**config.mk**
```make
export PLATFORM = sky130hd
export DESIGN_NAME = de_scoreboard
export DESIGN_NICKNAME = d
export VERILOG_FILES = /design/src/rtl/de_scoreboard.sv
export SDC_FILE = /design/constraint.sdc
export NUM_CORES = 1
export LEC_CHECK = 0
export CORE_ASPECT_RATIO = 0.75
export CORE_MARGIN = 1
export CORE_UTILIZATION = 35
export DETAILED_ROUTE_END_ITERATION = 8
export SYNTH_ARGS = -nofsm -noshare
export SYNTH_HDL_FRONTEND = slang
export SYNTH_SLANG_ARGS = --single-unit
```
**constraint.sdc**
```tcl
create_clock -name clk -period 4.3 [get_ports clk]
set_input_delay 1.075 -clock clk [delete_from_list [all_inputs] [get_ports clk]]
set_output_delay 1.075 -clock clk [all_outputs]
set_load 0.01 [all_outputs]
```
**src/rtl/de_scoreboard.sv**
```systemverilog
// de_scoreboard: RAW hazard tracking, issue/stall control and decode-side
// mux selects for the LC-3b DE stage. Each architectural register and the
// condition codes have a pending-writer counter; a source is ready at zero.
module de_scoreboard #(
    parameter int unsigned CNT_W = 2
) (
    input  logic        clk,
    input  logic        reset,
    input  logic        de_v,
    input  logic [15:0] de_ir,
    input  logic        agex_stall,
    input  logic        flush,
    input  logic        kill_agex_v,
    input  logic        kill_agex_ld_reg,
    input  logic        kill_agex_ld_cc,
    input  logic [2:0]  kill_agex_drid,
    input  logic        wb_v,
    input  logic        wb_ld_reg,
    input  logic        wb_ld_cc,
    input  logic [2:0]  wb_drid,
    output logic        ld_de,
    output logic        agex_v_in,
    output logic        agex_ld_reg_in,
    output logic        agex_ld_cc_in,
    output logic        idmux_sel,
    output logic        drmux_sel,
    output logic        load_regfile,
    output logic        load_cc,
    output logic        hazard
);

    localparam int unsigned NREG = 8;

    localparam logic [3:0] OP_BR   = 4'b0000;
    localparam logic [3:0] OP_ADD  = 4'b0001;
    localparam logic [3:0] OP_LDB  = 4'b0010;
    localparam logic [3:0] OP_STB  = 4'b0011;
    localparam logic [3:0] OP_JSR  = 4'b0100;
    localparam logic [3:0] OP_AND  = 4'b0101;
    localparam logic [3:0] OP_LDW  = 4'b0110;
    localparam logic [3:0] OP_STW  = 4'b0111;
    localparam logic [3:0] OP_NOT  = 4'b1001;
    localparam logic [3:0] OP_JMP  = 4'b1100;
    localparam logic [3:0] OP_SHF  = 4'b1101;
    localparam logic [3:0] OP_LEA  = 4'b1110;
    localparam logic [3:0] OP_TRAP = 4'b1111;

    logic [CNT_W-1:0] pend_q [NREG];
    logic [CNT_W-1:0] pend_d [NREG];
    logic [CNT_W-1:0] pend_cc_q;
    logic [CNT_W-1:0] pend_cc_d;

    logic [3:0] opcode;
    logic [2:0] sr1;
    logic [2:0] sr2;
    logic [2:0] st_src;
    logic [2:0] dr;
    logic       rd_sr1;
    logic       rd_sr2;
    logic       rd_st;
    logic       rd_cc;
    logic       wr_reg;
    logic       wr_cc;
    logic       wr_r7;
    logic       src_busy;
    logic       issue;
    logic       unused_ir_bits;

    // Immediate-shift bits [4:3] never name a register.
    assign unused_ir_bits = ^de_ir[4:3];

    // Opcode decode into source/destination usage flags.
    always_comb begin
        opcode = de_ir[15:12];
        sr1    = de_ir[8:6];
        sr2    = de_ir[2:0];
        st_src = de_ir[11:9];
        rd_sr1 = 1'b0;
        rd_sr2 = 1'b0;
        rd_st  = 1'b0;
        rd_cc  = 1'b0;
        wr_reg = 1'b0;
        wr_cc  = 1'b0;
        wr_r7  = 1'b0;
        unique case (opcode)
            OP_ADD, OP_AND: begin
                rd_sr1 = 1'b1;
                rd_sr2 = ~de_ir[5];
                wr_reg = 1'b1;
                wr_cc  = 1'b1;
            end
            OP_NOT, OP_SHF, OP_LDB, OP_LDW: begin
                rd_sr1 = 1'b1;
                wr_reg = 1'b1;
                wr_cc  = 1'b1;
            end
            OP_STB, OP_STW: begin
                rd_sr1 = 1'b1;
                rd_st  = 1'b1;
            end
            OP_JMP:  rd_sr1 = 1'b1;
            OP_JSR: begin
                rd_sr1 = ~de_ir[11];
                wr_reg = 1'b1;
                wr_r7  = 1'b1;
            end
            OP_TRAP: begin
                wr_reg = 1'b1;
                wr_r7  = 1'b1;
            end
            OP_LEA:  wr_reg = 1'b1;
            OP_BR:   rd_cc  = (de_ir[11:9] != 3'b000);
            default: ;
        endcase
        dr = wr_r7 ? 3'd7 : de_ir[11:9];
    end

    // Hazard detection and issue/stall control; flush overrides everything.
    always_comb begin
        src_busy = (rd_sr1 && (pend_q[sr1]    != '0)) ||
                   (rd_sr2 && (pend_q[sr2]    != '0)) ||
                   (rd_st  && (pend_q[st_src] != '0)) ||
                   (rd_cc  && (pend_cc_q      != '0));
        hazard         = de_v & ~flush & src_busy;
        issue          = de_v & ~hazard & ~agex_stall & ~flush;
        agex_v_in      = issue;
        ld_de          = flush | ~(agex_stall | hazard);
        agex_ld_reg_in = issue & wr_reg;
        agex_ld_cc_in  = issue & wr_cc;
        idmux_sel      = rd_st;
        drmux_sel      = wr_r7;
        load_regfile   = wb_v & wb_ld_reg;
        load_cc        = wb_v & wb_ld_cc;
    end

    // Net counter update: issue adds a writer, retire and kill each remove one.
    always_comb begin
        for (int unsigned i = 0; i < NREG; i++) begin
            pend_d[i] = pend_q[i]
                      + CNT_W'(issue && wr_reg && (dr == 3'(i)))
                      - CNT_W'(wb_v && wb_ld_reg && (wb_drid == 3'(i)))
                      - CNT_W'(flush && kill_agex_v && kill_agex_ld_reg &&
                               (kill_agex_drid == 3'(i)));
        end
        pend_cc_d = pend_cc_q
                  + CNT_W'(issue && wr_cc)
                  - CNT_W'(wb_v && wb_ld_cc)
                  - CNT_W'(flush && kill_agex_v && kill_agex_ld_cc);
    end

    // Pending-counter state with synchronous reset.
    always_ff @(posedge clk) begin
        if (reset) begin
            for (int unsigned i = 0; i < NREG; i++) begin
                pend_q[i] <= '0;
            end
            pend_cc_q <= '0;
        end else begin
            for (int unsigned i = 0; i < NREG; i++) begin
                pend_q[i] <= pend_d[i];
            end
            pend_cc_q <= pend_cc_d;
        end
    end

endmodule
```
After elaboration in Yosys (flattened, before gate mapping)
Memory sizes are Yosys's and may differ from the RTL's. Index checks and enable logic that the tools add are counted.

Add/sub/neg operators: 27. Eq/ne operators: 33. Mux-type cells: 19. Bitwise gates (word level): 25. Reduce and logical (&&, ||, !) cells: 53.

Operators by type and width (number): 3-bit equality test, second input constant (12); 2-bit by 1-bit subtractor with 2-bit output (18); 1-bit logical AND (35); 4-bit equality test, second input constant (5); 2-bit by 1-bit adder with 2-bit output (9); 3-bit by 2-bit equality test with 1-bit output, second input constant (6); 9-bit OR reduction (2); 4-bit by 3-bit equality test with 1-bit output, second input constant (4); 2-bit 2-to-1 mux (8); 1-bit OR (10); 1-bit bitwise AND (9); 3-bit by 1-bit equality test with 1-bit output, second input constant (3); 3-bit logical NOT (3); 1-bit 2-to-1 mux (9); 4-bit by 2-bit equality test with 1-bit output, second input constant (2); 2-bit nonzero test (4); 1-bit inverter (6); 2-bit OR reduction (3); 6-bit OR reduction (1); 4-bit by 1-bit equality test with 1-bit output, second input constant (1); 4-bit logical NOT (1); 1-bit logical OR (3); 3-bit 2-to-1 mux (1); 3-bit nonzero test (1); 1-bit one-hot mux with 2 select lines (1).

Bits in registers: 2. RAM bits: 16. Bits of input ports: 33. Logic and storage cells: 159. Memories kept: 1.

Memory list: pend_q (depth 8, bits a word 2, read ports 11, clocked after memory_dff 0, wr ports 8, line 48) `logic [CNT_W-1:0] pend_q [NREG];`.

Logic depth before layout (Yosys ltp)
Depth after elaboration: 18. Gate-level depth with buffers: 13. Gate-level depth less buffers: 12.

Least setup slack after synthesis
OpenSTA, ideal clock, no wires.

Kind: input to register. From: input port de_ir[13]. To: memory pend_q[6][1]. Setup time: 0.128 ns. Arrival time: 3.855 ns. Setup slack: 0.317 ns. Cell stages on the path: 13. Buffers on the path: 1. Cells stage by stage: clkbuf_1 > and3b_1 > o311ai_1 > or3_1 > nand4_2 > a2111oi_4 > or4b_1 > fa_1 > inv_1 > ha_1 > xor2_1 > xnor2_1 > nor2_1.

RTL lines: from (decl) (line 10) `input logic [15:0] de_ir,`; to (decl) (line 48).

==> out/results.ini <==
[sta]
grt_setup_unrepaired=false
setup_viol=0
fmax_ghz=0.246
hold_ws_ps=528
max_slew_margin_pct=53.0
period_minus_slack_ps=4070
slew_viol_final=0
fin_worst_skew_ps=3.97
fin_crit_sh_pct=94.6
fin_ws_ps=231
worstMarginPinSlew_ps=703
hold_viol_final=0

[synthesis]
synth_area_leader_cell=dfxtp_1
synth_seq_area_share_pct=22.1
synthDistinctLibCells=42
synth.top_cells.by_area=dfxtp_1 22%, fa_1 11%, xnor2_1 8.6%
syn_nets=244
synth_area_per_cell_um2=8.43
ys_ff_latch=18
yosys_warnings=0
yosysTopAreaCellShare_pct=22.1
syn_area_um2=1630
syn_inst=193

[route]
drc=0
drt_iter0_markers=87
wl_per_cell_um=13.7
drt_wl_total_mm=4.27
viasPerCell=5.07
ant_nets=0
vias=1583
first_pass_iters=4

[global_routing]
antenna_found_initial=0
grt_pass1_vias=1398
grt-ovfl-total=0
track_usage_pct=18.4
grt_pass1_wl_mm=6.76
grt_max_degree=19

[setup_path]
worstPathArrival_ps=4190
path_class=in2reg
reg2reg_from=pend_q[5][0]
critPathLaunchType=input port
crit_start=de_ir[9]
r2r_slack_ps=790
path_max_fanout=5
required_ps=4420
worstSetupEndpointType=flip-flop

[floorplanning]
die_w_um=80.7
coreArea_um2=4470
std_cell_rows=21
dieArea_um2=4930
die_h_um=61.1
initial_core_util_pct=36.4
ioPinCount=42

[clock_tree]
cts-buffers-inserted=3
clock-sinks=18
cts-root-buf=clkbuf_8
htree_levels=1
clk_latency_ps=260
clk_pin_slew_ps=70
clk_path_buf_depth=2
cts_tree=built
cts_hold_buf=0

[cells_and_area]
post-route-util_pct=54.2
stdcell_count=312
syn2layout_area_growth_pct=48.8
fin_nets=307
mostFrequentLayoutCell=nor2_1
antenna_cells=0
layout-drive-gt1-share_pct=18.8
final_cell_mix=27 x nor2_1, 24 x clkdlybuf4s50_1, 23 x buf_4
fillers=443
fin_area_um2=2420

[min_path]
hold_path_class=reg2reg
hold_start=pend_cc_q[1]

[run_status]
status=complete, no violations

[place]
place.gp.congestion=0.747
dpl-instance-area_um2=2240
hpwlAfterDp_mm=3.38
portBuffers=39
pre_cts_ws_ps=-442
placed_cells=307

[job]
max_cap_violations=0

[power]
ir_drop_mv=0.127
powerDensity_nw_per_um2=197
leakagePower_uw=0.00104

[metal layers]
metal  track usage (%)  vias to the layer above  routed length, um
li1                  -                      811                  -
met3              2.81                        5                257
met5                 0                        -                  0
met2              26.6                       38               1720
met4              5.36                        0                 48
met1              28.2                      729               2240
[cell usage after synthesis]
cell type and n:
and3b_1 1, or2_2 1, a21oi_1 5, nor2b_1 12, nand3b_1 5, nand4_1 3
nand2b_1 4, nor3_1 8, o21a_1 1, or3b_2 1, nand2_1 9, inv_1 5
ha_1 9, a2111oi_4 1, a311oi_1 1, a31oi_1 3, a21boi_1 1, o2111ai_1 2
o41ai_1 1, and4_1 1, o311ai_1 1, fa_1 9, o21bai_1 2, nor3b_1 4
dfxtp_1 18, clkbuf_1 4, xor2_1 2, nor4b_1 8, nand4_2 1, or3_1 3
xnor2_1 16, and3_1 1, o21ai_0 5, nand3_1 8, buf_2 2, or4b_1 1
mux2i_1 1, and2_1 2, a21o_1 1, nor2_1 27, or3b_1 1, nor4_1 2
[kinds of logic (layout without fill, tap and decap cells)]
logic type      count (synthesis)  after routing  synth area share, %
fa+ha+maj                      18             18                 18.0
simple gates                  103            103                 36.0
xor+xnor                       18             18                 9.68
mux                             1              1                0.615
compound gates                 24             24                 10.9
buf+inv                        11             73                 2.69
flops                          18             18                 22.1
[what timing repair did]
item                       4_1_cts  5_1_grt
gates cloned                     0        0
hold endpoints to repair         0        0
pin swaps                        5        8
buffers inserted                 1        0
gates resized for setup         13       27
setup endpoints to repair        9        7
[through the flow]
stage          TNS [ps]  total power (uW)
3_3_place_gp      -4370               329
4_1_cts               0               474
2_1_floorplan         0               254
5_1_grt               0               507
6_report              0               477
3_5_place_dp      -4550               330
[layout make-up]
type	count	area [um^2]	share of cell area, %
multi-input combinational	164	1330	54.8
timing repair buffer	64	591	24.4
sequential	18	360	14.9
tap	57	71.3	2.94
clock buffer	4	55.1	2.27
inverter	5	18.8	0.775
[power by group]
part           switching, uW  internal [uW]  leakage, uW
Combinational           66.6           82.5     0.000869
Sequential              9.96            176     0.000146
Clock                   60.1           81.5    0.0000288
Total                    137            340      0.00104
[state kept, by name (all words and copies together) (netlist names)]
register	cells
pend_q	16
pend_cc_q	2
[worst max-delay path, cell delays in order]
cell and delay [ps]:
clkbuf_2 100, or3b_4 380, a21oi_2 160, or3_4 150
nand4_4 100, buf_6 140, a2111oi_4 330, buf_4 200
or4b_4 470, fa_1 510, inv_1 40, ha_1 170
xor2_1 170, xnor2_1 130, nor2_1 50
[final timing paths]
kind	to	cells after the start
max	pend_q[6][1]	15
min	pend_cc_q[1]	2
max reg2reg	pend_q[6][1]	14
min reg2reg	pend_cc_q[1]	2
(Power assumes the default switching activity.)
